===== config.mk =====
export PLATFORM = sky130hd
export DESIGN_NAME = seq_alu
export DESIGN_NICKNAME = d
export VERILOG_FILES = /design/src/rtl/seq_alu.sv
export SDC_FILE = /design/constraint.sdc
export NUM_CORES = 1
export LEC_CHECK = 0
export ABC_AREA = 1
export CORE_MARGIN = 4
export CORE_UTILIZATION = 60
export DETAILED_ROUTE_END_ITERATION = 10
export PLACE_DENSITY = 0.78
export SLEW_MARGIN = 20
export SYNTH_ARGS = -nofsm -noshare
export SYNTH_HDL_FRONTEND = slang
export SYNTH_SLANG_ARGS = --single-unit

===== constraint.sdc =====
create_clock -name clk -period 6.5 [get_ports clk]
set_clock_uncertainty 0.1 [all_clocks]
set_input_delay 1.3 -clock clk [delete_from_list [all_inputs] [get_ports clk]]
set_output_delay 1.3 -clock clk [all_outputs]
set_load 0.03 [all_outputs]

===== src/rtl/seq_alu.sv =====
// Sequential ALU: single-cycle logic/arith ops plus a WIDTH-cycle restoring divider.
// Define SEQ_ALU_RNG_EN to compile in the xorshift RNG op (op 8).
module seq_alu #(
   parameter int WIDTH = 16,
   parameter int IMM_W = 5
) (
   input  logic             clk,
   input  logic             rst_n,
   input  logic             in_valid,
   output logic             in_ready,
   input  logic [3:0]       op,
   input  logic [WIDTH-1:0] a,
   input  logic [WIDTH-1:0] b,
   input  logic [IMM_W-1:0] imm,
   output logic             out_valid,
   input  logic             out_ready,
   output logic [WIDTH-1:0] result,
   output logic             zero,
   output logic             sign,
   output logic             div0
);

   localparam int CW = $clog2(WIDTH + 1);

   typedef enum logic [1:0] {IDLE, DIV, DONE} state_t;

   state_t           st_q, st_d;
   logic [WIDTH-1:0] quo_q, quo_d, dvs_q, dvs_d, rem_q, rem_d;
   logic [WIDTH-1:0] res_q, res_d, nres, alu;
   logic [CW-1:0]    cnt_q, cnt_d;
   logic             mod_q, mod_d;
   logic             zero_q, zero_d, sign_q, sign_d;
   logic             div0_q, div0_d, ndiv0, ld;
   logic [WIDTH-1:0] sx, zx, step_rem, step_quo;
   logic [WIDTH:0]   trial, diff;

   assign sx = WIDTH'($signed(imm));
   assign zx = WIDTH'(imm);

`ifdef SEQ_ALU_RNG_EN
   logic [WIDTH-1:0] s_q, r1, r2, r3, rng_n;

   assign r1    = s_q + 1'b1;
   assign r2    = r1 ^ (r1 << 7);
   assign r3    = r2 ^ (r2 >> 9);
   assign rng_n = r3 ^ (r3 << 8);

   always_ff @(posedge clk or negedge rst_n) begin
      if (!rst_n)
         s_q <= '0;
      else if (in_valid && in_ready && op == 4'd8)
         s_q <= rng_n;
   end
`endif

   always_comb begin
      alu = '0;
      case (op)
         4'd0:    alu = a + b + sx;
         4'd1:    alu = a - b - sx;
         4'd2:    alu = a & (b | zx);
         4'd3:    alu = a | b | zx;
         4'd4:    alu = a * (b + sx);
         4'd6:    alu = a ^ (b | zx);
         default: alu = '0;
      endcase
   end

   // One restoring step: shift the next dividend bit into the partial remainder.
   assign trial    = {rem_q, quo_q[WIDTH-1]};
   assign diff     = trial - {1'b0, dvs_q};
   assign step_rem = diff[WIDTH] ? trial[WIDTH-1:0] : diff[WIDTH-1:0];
   assign step_quo = {quo_q[WIDTH-2:0], ~diff[WIDTH]};

   always_comb begin
      st_d   = st_q;
      quo_d  = quo_q;
      dvs_d  = dvs_q;
      rem_d  = rem_q;
      cnt_d  = cnt_q;
      mod_d  = mod_q;
      res_d  = res_q;
      zero_d = zero_q;
      sign_d = sign_q;
      div0_d = div0_q;
      nres   = '0;
      ndiv0  = 1'b0;
      unique case (st_q)
         IDLE: begin
            if (in_valid) begin
               st_d = DONE;
               nres = alu;
               if (op == 4'd5 || op == 4'd7) begin
                  if (b == '0) begin
                     nres  = (op == 4'd7) ? '1 : a;
                     ndiv0 = 1'b1;
                  end else begin
                     st_d  = DIV;
                     quo_d = a;
                     dvs_d = b;
                     rem_d = '0;
                     cnt_d = '0;
                     mod_d = (op == 4'd5);
                  end
               end
`ifdef SEQ_ALU_RNG_EN
               if (op == 4'd8) begin
                  nres = rng_n;
                  if (a != '0) begin
                     st_d  = DIV;
                     quo_d = rng_n;
                     dvs_d = a;
                     rem_d = '0;
                     cnt_d = '0;
                     mod_d = 1'b1;
                  end
               end
`endif
            end
         end
         DIV: begin
            rem_d = step_rem;
            quo_d = step_quo;
            cnt_d = cnt_q + 1'b1;
            nres  = mod_q ? step_rem : step_quo;
            if (cnt_q == CW'(WIDTH - 1))
               st_d = DONE;
         end
         DONE: begin
            if (out_ready)
               st_d = IDLE;
         end
         default: st_d = IDLE;
      endcase
      ld = (st_q != DONE) && (st_d == DONE);
      if (ld) begin
         res_d  = nres;
         zero_d = (nres == '0);
         sign_d = nres[WIDTH-1];
         div0_d = ndiv0;
      end
   end

   always_ff @(posedge clk or negedge rst_n) begin
      if (!rst_n) begin
         st_q   <= IDLE;
         quo_q  <= '0;
         dvs_q  <= '0;
         rem_q  <= '0;
         cnt_q  <= '0;
         mod_q  <= 1'b0;
         res_q  <= '0;
         zero_q <= 1'b0;
         sign_q <= 1'b0;
         div0_q <= 1'b0;
      end else begin
         st_q   <= st_d;
         quo_q  <= quo_d;
         dvs_q  <= dvs_d;
         rem_q  <= rem_d;
         cnt_q  <= cnt_d;
         mod_q  <= mod_d;
         res_q  <= res_d;
         zero_q <= zero_d;
         sign_q <= sign_d;
         div0_q <= div0_d;
      end
   end

   assign in_ready  = (st_q == IDLE);
   assign out_valid = (st_q == DONE);
   assign result    = res_q;
   assign zero      = zero_q;
   assign sign      = sign_q;
   assign div0      = div0_q;

endmodule


==> results, run 1 <==
- After detailed routing, the number of vias per cell comes to 5.98.
- After layout, the worst path uses 115% of the clock period.
- The routed design has 49.0 mm of wire.
- The net count of the mapped netlist is 2,101.
- The highest fanout seen on the critical path is 4.
- The net switching share of the total power is 53.0%.
- At the worst endpoint, the arrival time is 7690 ps.
- The number of buffers inserted by port buffering is 65.
- The worst setup path is launched from an input port.
- The max capacitance violation total is 0.
- The cell sitting at the root of the clock tree is a sky130_fd_sc_hd__clkbuf_16.
- The I/O pin count is 66.
- The average detailed-routed wire length per instance is 20.8 um.
- In this run, synthesis produced a sequential element count of 74.
- The initial standard-cell utilization of the core is 61.9%.
- The number of antenna repair diodes is 0.
- The most area-hungry cell type in the Yosys netlist is sky130_fd_sc_hd__fa_1.
- At the pin with the least slew margin, the transition time is 964 ps.
- In this run the critical register-to-register path is launched from quo_q[15].
- The capture point of the critical path is zero.
- For this run, the number of Yosys warnings is 0.
- The final number of hold-violating endpoints is 0.
- The critical path is of the in2reg type.
- The clock slew at the register clock pins of the worst setup and hold paths is 60 ps.
- The total net switching power is 5.08 mW.
- In this run the static leakage power is 8.81 nW.
- The die extent in x is 154 um.
- The most frequent cell on the critical path is sky130_fd_sc_hd__nand2_1.
- VDD sags by at most 0.749 mV.
- The initial antenna violation count was 0.
- In this run, placement finished with an instance count of 2,288.
- The first-pass detailed-route iteration total is 5.
- The combinational fraction of design power is 86.2%.
- Power spread over the standard cell area amounts to 566 nW/um^2.
- Summing every instance area after synthesis gives 12,700 um^2.
- The net count of the finished layout is 2,399.
- The beginning of the critical path is imm[4].
- The completed layout was analyzed and its total power is 9.58 mW.
- The final period demand of the worst path is 7510 ps.
- The floorplan has 52 rows.
- For the worst-skew pair, the clock arrives at the later sink with an insertion delay of 350 ps.
- The detailed router finished its first iteration with 1,241 violations.
- From synthesis to final layout, the design area changed by 33.0%.
- The total global routing overflow is 0.
- The worst pin sits at a relative slew slack of 35.7%.
- The number of global-route vias before repair is 14.4k.
- The count of cells in the finished layout, fillers not included, comes to 2,355.
- The die area is 23,600 um^2.
- In this run the worst hold path is classified as reg2reg.
- The area fraction of the dominant cell type after synthesis is 17.8%.
- The most used flip-flop cell after synthesis is sky130_fd_sc_hd__dfrtp_1.
- The routed via count is 14.1k.
- The clock buffer count from CTS is 9.
- The worst-case clock buffer depth is 2.
- The routability congestion estimate from global placement is 0.982.
- The average cell area after synthesis is 7.14 um^2.
- The cell with the biggest individual delay on the critical path is sky130_fd_sc_hd__fa_1.
- In the global route stage, overall resource usage came out at 40.7%.
- The nature of the critical path endpoint is a register.
- Per report_power, the sequential group accounts for 7.8% of the total.
- Counting flops with an async set or reset pin after synthesis yields a share of 100%.
- The first global-routing pass estimated 75.9 mm of wire.
- The commonest cells after synthesis are sky130_fd_sc_hd__nand2_1 (412), sky130_fd_sc_hd__inv_1 (330), sky130_fd_sc_hd__ha_1 (161), sky130_fd_sc_hd__nor2_1 (133), sky130_fd_sc_hd__fa_1 (113).
- The number of sinks driven by the clock tree is 74.
- The number of flops mapped to enable cells by yosys is 0.
- In the post-synthesis netlist, the biggest area contributors are sky130_fd_sc_hd__fa_1 (18%), sky130_fd_sc_hd__ha_1 (16%), sky130_fd_sc_hd__dfrtp_1 (15%).
- TritonCTS built the clock tree.
- Setup repair after global routing could not meet its margin everywhere.
- Once layout is complete, the utilization of the core stands at 82.3%.
- Counting cells, the worst reg-to-reg path comes to 21.
- The depth of the CTS H-tree is 3.
- Per report_power, the clock group accounts for 6.0% of the total.
- The area of the core is 20,600 um^2.
- After synthesis, flip-flops and latches occupy 14.6% of the total area.
- The slack of the worst reg-to-reg path is 2570 ps.
- The maximum number of pins on one net before global-route repair is 75.
- For this run, design rule violations remaining after detail routing come to 0.
- The critical path data required time is 6680 ps.
- In this run the remaining antenna-violating nets after routing total 0.
- The HPWL after detailed placement is 37.5 mm.
- In this run the critical register-to-register path is captured at zero.
- The final count of negative-setup-slack endpoints is 12.
- The proportion of layout cells with a drive suffix above 1 is 26.1%.
- The final reports fail on negative setup slack.
- The highest clock frequency the design can meet is 133 MHz.
- The most numerous cell in the Yosys netlist is sky130_fd_sc_hd__nand2_1.
- The internal power of the cells totals 4.51 mW.
- The post-synthesis cell count is 1,782.
- The final max-slew violation count came to 0.
- Synthesis instantiated 55 different standard cells from the library.
- The run finished, with violations left.
- The die is 154 um tall.
- The delay of the slowest cell on the worst path is 550 ps.
- Hold is met by 390 ps.
- The worst setup margin is -1010 ps.
## state kept, by name, indices dropped and copies added, names as in the netlist
signal / cells
cnt_q: 5
div0: 1
dvs_q: 16
mod_q: 1
quo_q: 16
rem_q: 16
result: 16
st_q: 2
zero: 1
## power by group through the flow
stage          combinational (mW)  clock (mW)  sequential [mW]
4_1_cts                      7.45       0.572            0.743
5_1_grt                      8.96       0.592            0.763
2_1_floorplan                4.46           0            0.787
6_report                     8.26       0.574            0.746
3_3_place_gp                 6.43           0            0.738
3_5_place_dp                 6.70           0            0.746
## cells in the final DEF (no fill, tap or decap), drive strengths merged, types with 11 or more instances in the layout
master         count
xor2              14
o22ai             16
xnor2             11
nand4             12
o211ai            17
inv              335
nand2            437
fa               113
nor2             138
nand3             96
a21oi            112
ha               161
o21ai            120
buf              272
clkdlybuf4s50     47
a221oi            12
nor3              14
or2               12
dfrtp             74
## routing by layer
layer / track usage (%) / share of wire [%] / vias up
met3: 7.64 / 9.2 / 299
met2: 69.1 / 47 / 873
met4: 26.0 / 8.8 / 0
met5: 0 / 0 / -
met1: 47.2 / 35 / 6623
li1: - / - / 6278
## cell type report
| class | count | area, um^2 |
|---|---|---|
| Timing Repair Buffer | 326 | 2700 |
| Tap cell | 270 | 338 |
| Fill cell | 1321 | 3640 |
| Sequential cell | 74 | 1850 |
| Clock inverter | 7 | 109 |
| Inverter | 339 | 1280 |
| Multi-Input combinational cell | 1330 | 10400 |
| Clock buffer | 9 | 225 |
## worst min path at each step
| stage | slack, ps | start | to | depth (start not counted) |
|---|---|---|---|---|
| 2_1_floorplan | 360 | dvs_q[0] | dvs_q[0] | 2 |
| 3_3_place_gp | 360 | div0 | div0 | 2 |
| 3_5_place_dp | 370 | result[13] | result[13] | 2 |
| 4_1_cts | 390 | result[0] | result[0] | 2 |
| 5_1_grt | 400 | result[0] | result[0] | 2 |
| 6_report | 390 | result[13] | result[13] | 2 |
## logic make-up (layout without fill, tap and decap cells)
kind of cell / after synthesis / in the layout / share of synthesized area [%]
AO/OA/AOI/OAI: 315 / 315 / 14.4
adder cells (fa/ha/maj): 274 / 274 / 33.6
XOR/XNOR: 26 / 26 / 1.90
buffers and inverters: 378 / 681 / 11.4
AND/OR/NAND/NOR: 715 / 715 / 24.1
flip-flops: 74 / 74 / 14.6
## worst max-delay path, delay by kind of cell
| family | cells | cell delay [ps] |
|---|---|---|
| compound gates | 5 | 750 |
| fa+ha+maj | 8 | 3430 |
| buf+inv | 7 | 490 |
| simple gates | 19 | 1700 |
## per-stage QoR
stage | setup TNS (ps) | instance area (um^2) | setup slack, ps
final | -8080 | 16900 | -1010
after global routing | -10210 | 16900 | -1200
after CTS | -6090 | 16500 | -863
after detailed placement | -18710 | 15300 | -1880
after global placement | -17070 | 15300 | -1740
after floorplan | -5300 | 12900 | -920
## what timing repair did
item | CTS | global route
setup endpoints to repair | 12 | 12
setup buffers | 36 | 18
pin swaps | 90 | 48
gates resized for setup | 216 | 84
cloned | 0 | 0
hold buffers | 0 | 0
Power figures use the tool's default switching activity.
==> run 2: changes to the inputs <==
Settings changed: CELL_PAD_IN_SITES_DETAIL_PLACEMENT set to 0, CELL_PAD_IN_SITES_GLOBAL_PLACEMENT set to 1, CORE_UTILIZATION 60 to 50, CTS_BUF_LIST set to sky130_fd_sc_hd__clkbuf_16, PLACE_DENSITY 0.78 to 0.87.
==> results, run 2 (synthesis gave the netlist of run 1 again) <==
- The sum of routed wire length over all layers is 46.5 mm.
- Measured against its own limit, the worst slew margin works out to 36.8%.
- Of the cells placed in the final design, the portion with a size suffix greater than 1 is 24.9%.
- The sum of internal, switching and leakage power is 9.28 mW.
- The clock tree from TritonCTS is built.
- Detailed placement finished with a half-perimeter wire length of 38.0 mm.
- Counting I/O delays and the setup requirement, the final critical path takes 7510 ps.
- The critical path data required time is 6670 ps.
- The placement-stage cell area is 15,500 um^2.
- The classification of the worst-slack hold path is reg2reg.
- The final layout contains 2,398 nets.
- Once routing completed, OpenROAD measured the worst setup slack at -1010 ps.
- The transition time of the tightest slew-check pin is 948 ps.
- No sink is reached through more buffers than the 2 on the longest clock path.
- The count of antenna-violating nets left after detailed routing is 0.
- The die covers 28,000 um^2.
- The number of antenna diodes in the final layout is 0.
- For this run, design rule violations remaining after detail routing come to 0.
- The final max-slew violation count is 0.
- The detailed router's first-iteration violation count is 1,028.
- Leaving out fill and tap cells, the most frequent cells in the layout are sky130_fd_sc_hd__nand2_1 (384), sky130_fd_sc_hd__inv_1 (303), sky130_fd_sc_hd__buf_4 (235).
- The final number of hold-violating endpoints is 0.
- The I/O pin count is 66.
- The type of element launching the critical path is an input port.
- The initial utilization of the core area, before any placement, comes to 50.6%.
- In this run the worst path has a maximum fanout of 4.
- The areal power density over the cells is 548 nW/um^2.
- Counting every sink on the clock net gives 74.
- STA puts the critical path data arrival time at 7680 ps.
- Based on the critical path, the design can be clocked at up to 133 MHz.
- Hold is met by 375 ps.
- From synthesis to final layout, the design area changed by 33.1%.
- The number of global-route vias before repair came to 13.3k.
- The wire length of the first global-routing pass is 71.7 mm.
- The post-detailed-route via-to-cell ratio is 5.42.
- The core region is 25,100 um^2.
- The total global routing overflow is 0.
- After detailed routing, the average wire length per cell comes to 19.3 um.
- The total global routing track utilization is 32.7%.
- The tree is rooted in a sky130_fd_sc_hd__clkbuf_16.
- Setup repair after global routing could not meet its margin everywhere.
- The clock network latency to the later pin of the worst-skew pair is 340 ps.
- The die is 167 um tall.
- Summed over all cells, the static leakage comes to 8.77 nW.
- The floorplan has 58 rows.
- By startpoint and endpoint, the worst setup path is classified as in2reg.
- The clock slew at the register clock pins of the worst setup and hold paths is 60 ps.
- The most frequent cell on the critical path is sky130_fd_sc_hd__nand2_1.
- The initial antenna violation count is 0.
- Routability-driven placement finished with a final weighted congestion of 1.01.
- The flow ran to the end, but the final reports show violations.
- The max capacitance violation total is 0.
- On the worst path, the slowest cell contributes a delay of 540 ps.
- Across the VDD grid, the largest voltage drop is 0.547 mV.
- Entering global routing, the biggest net connects 75 pins.
- The leading cell type in the layout, fill and taps excluded is sky130_fd_sc_hd__nand2_1.
- The worst path uses 115% of the clock period.
- Buffers placed on the I/O ports in this run total 65.
- Before antenna repair, the detailed router went through 5 iterations.
- Measured along the x axis, the die boundary spans 167 um.
- With fillers left out, the area of the finished cells amounts to 16,900 um^2.
- Setup violations remaining at the end of the flow were counted as 10.
- The cell with the biggest individual delay on the critical path is sky130_fd_sc_hd__fa_1.
- The checks that failed: negative setup slack.
- The H-tree was split into 3 levels.
- After clock tree synthesis, the flow added hold-fix buffers numbering 0.
- The number of clock buffers added by TritonCTS is 9.
- The routed via count is 13.1k.
- The nature of the critical path endpoint is a register.
## run 2: cell count changes in the layout (fill, tap and decap cells not counted), moves of 5 or more
| cell | change |
|---|---|
| sky130_fd_sc_hd__inv_1 | +5 |
| sky130_fd_sc_hd__inv_2 | -7 |
| sky130_fd_sc_hd__nand2_1 | +10 |
| sky130_fd_sc_hd__nand2_2 | -8 |
| sky130_fd_sc_hd__nor2_1 | +13 |
| sky130_fd_sc_hd__nor2_2 | -7 |
| sky130_fd_sc_hd__nor2_4 | -6 |
## run 2: worst paths after layout
check | depth (start not counted) | slack [ps] | start | end
worst max register to register | 21 | 2610 | quo_q[15] | zero
worst min register to register | 2 | 370 | div0 | div0
min in group asynchronous | 1 | 970 | rst_n | dvs_q[1]
worst min-delay path | 2 | 370 | div0 | div0
max in group asynchronous | 1 | 4670 | rst_n | result[11]
worst max-delay path | 40 | -1010 | imm[4] | zero
## run 2: power breakdown
part	total [mW]	switching (mW)	internal [mW]
logic	8.01	4.50	3.51
registers	0.740	0.100	0.639
clock network	0.533	0.227	0.306
## run 2: layout make-up
type | count | area (um^2)
multi-input cells | 1330 | 10400
clock buffers | 9 | 225
well taps | 330 | 413
flip-flops and latches | 74 | 1850
repair buffers | 325 | 2710
fillers | 2192 | 8180
clock inverters | 7 | 86.3
inverters | 339 | 1290
## run 2: layer usage
metal  routed length, um  global-route usage [%]  vias up
met5                   0                       0        -
met2               23400                    59.0      444
met4                1970                    12.1        0
met3                2320                    3.05      105
met1               18900                    40.5     6243
li1                    -                       -     6289
## run 2: critical path: cells and delay by family
family          cells  cell delay (ps)
fa+ha+maj           8             3390
simple gates       21             1940
xor+xnor            1              140
buf+inv             7              500
compound gates      3              400
## run 2: metrics by stage
step / setup slack (ps) / instances / utilization [%] / setup TNS, ps
2_1_floorplan: -920 / 1782 / - / -5300
3_3_place_gp: -1780 / 2361 / 61.8 / -17190
3_5_place_dp: -1830 / 2361 / 61.8 / -17910
4_1_cts: -962 / 2411 / 65.6 / -6870
5_1_grt: -1290 / 2414 / 67.4 / -9640
6_report: -1010 / 2414 / 67.4 / -6930
## run 2: what timing repair did
item,CTS,global route
pin swaps,61,52
setup buffers,34,4
resized for setup,159,104
endpoints found under the setup margin,12,12
==> run 3: changes to the inputs <==
Settings changed: ABC_CLOCK_PERIOD_IN_PS set to 6500.
==> results of run 3 <==
Same layout as run 2: the final DEF is identical, and so are final timing and power.
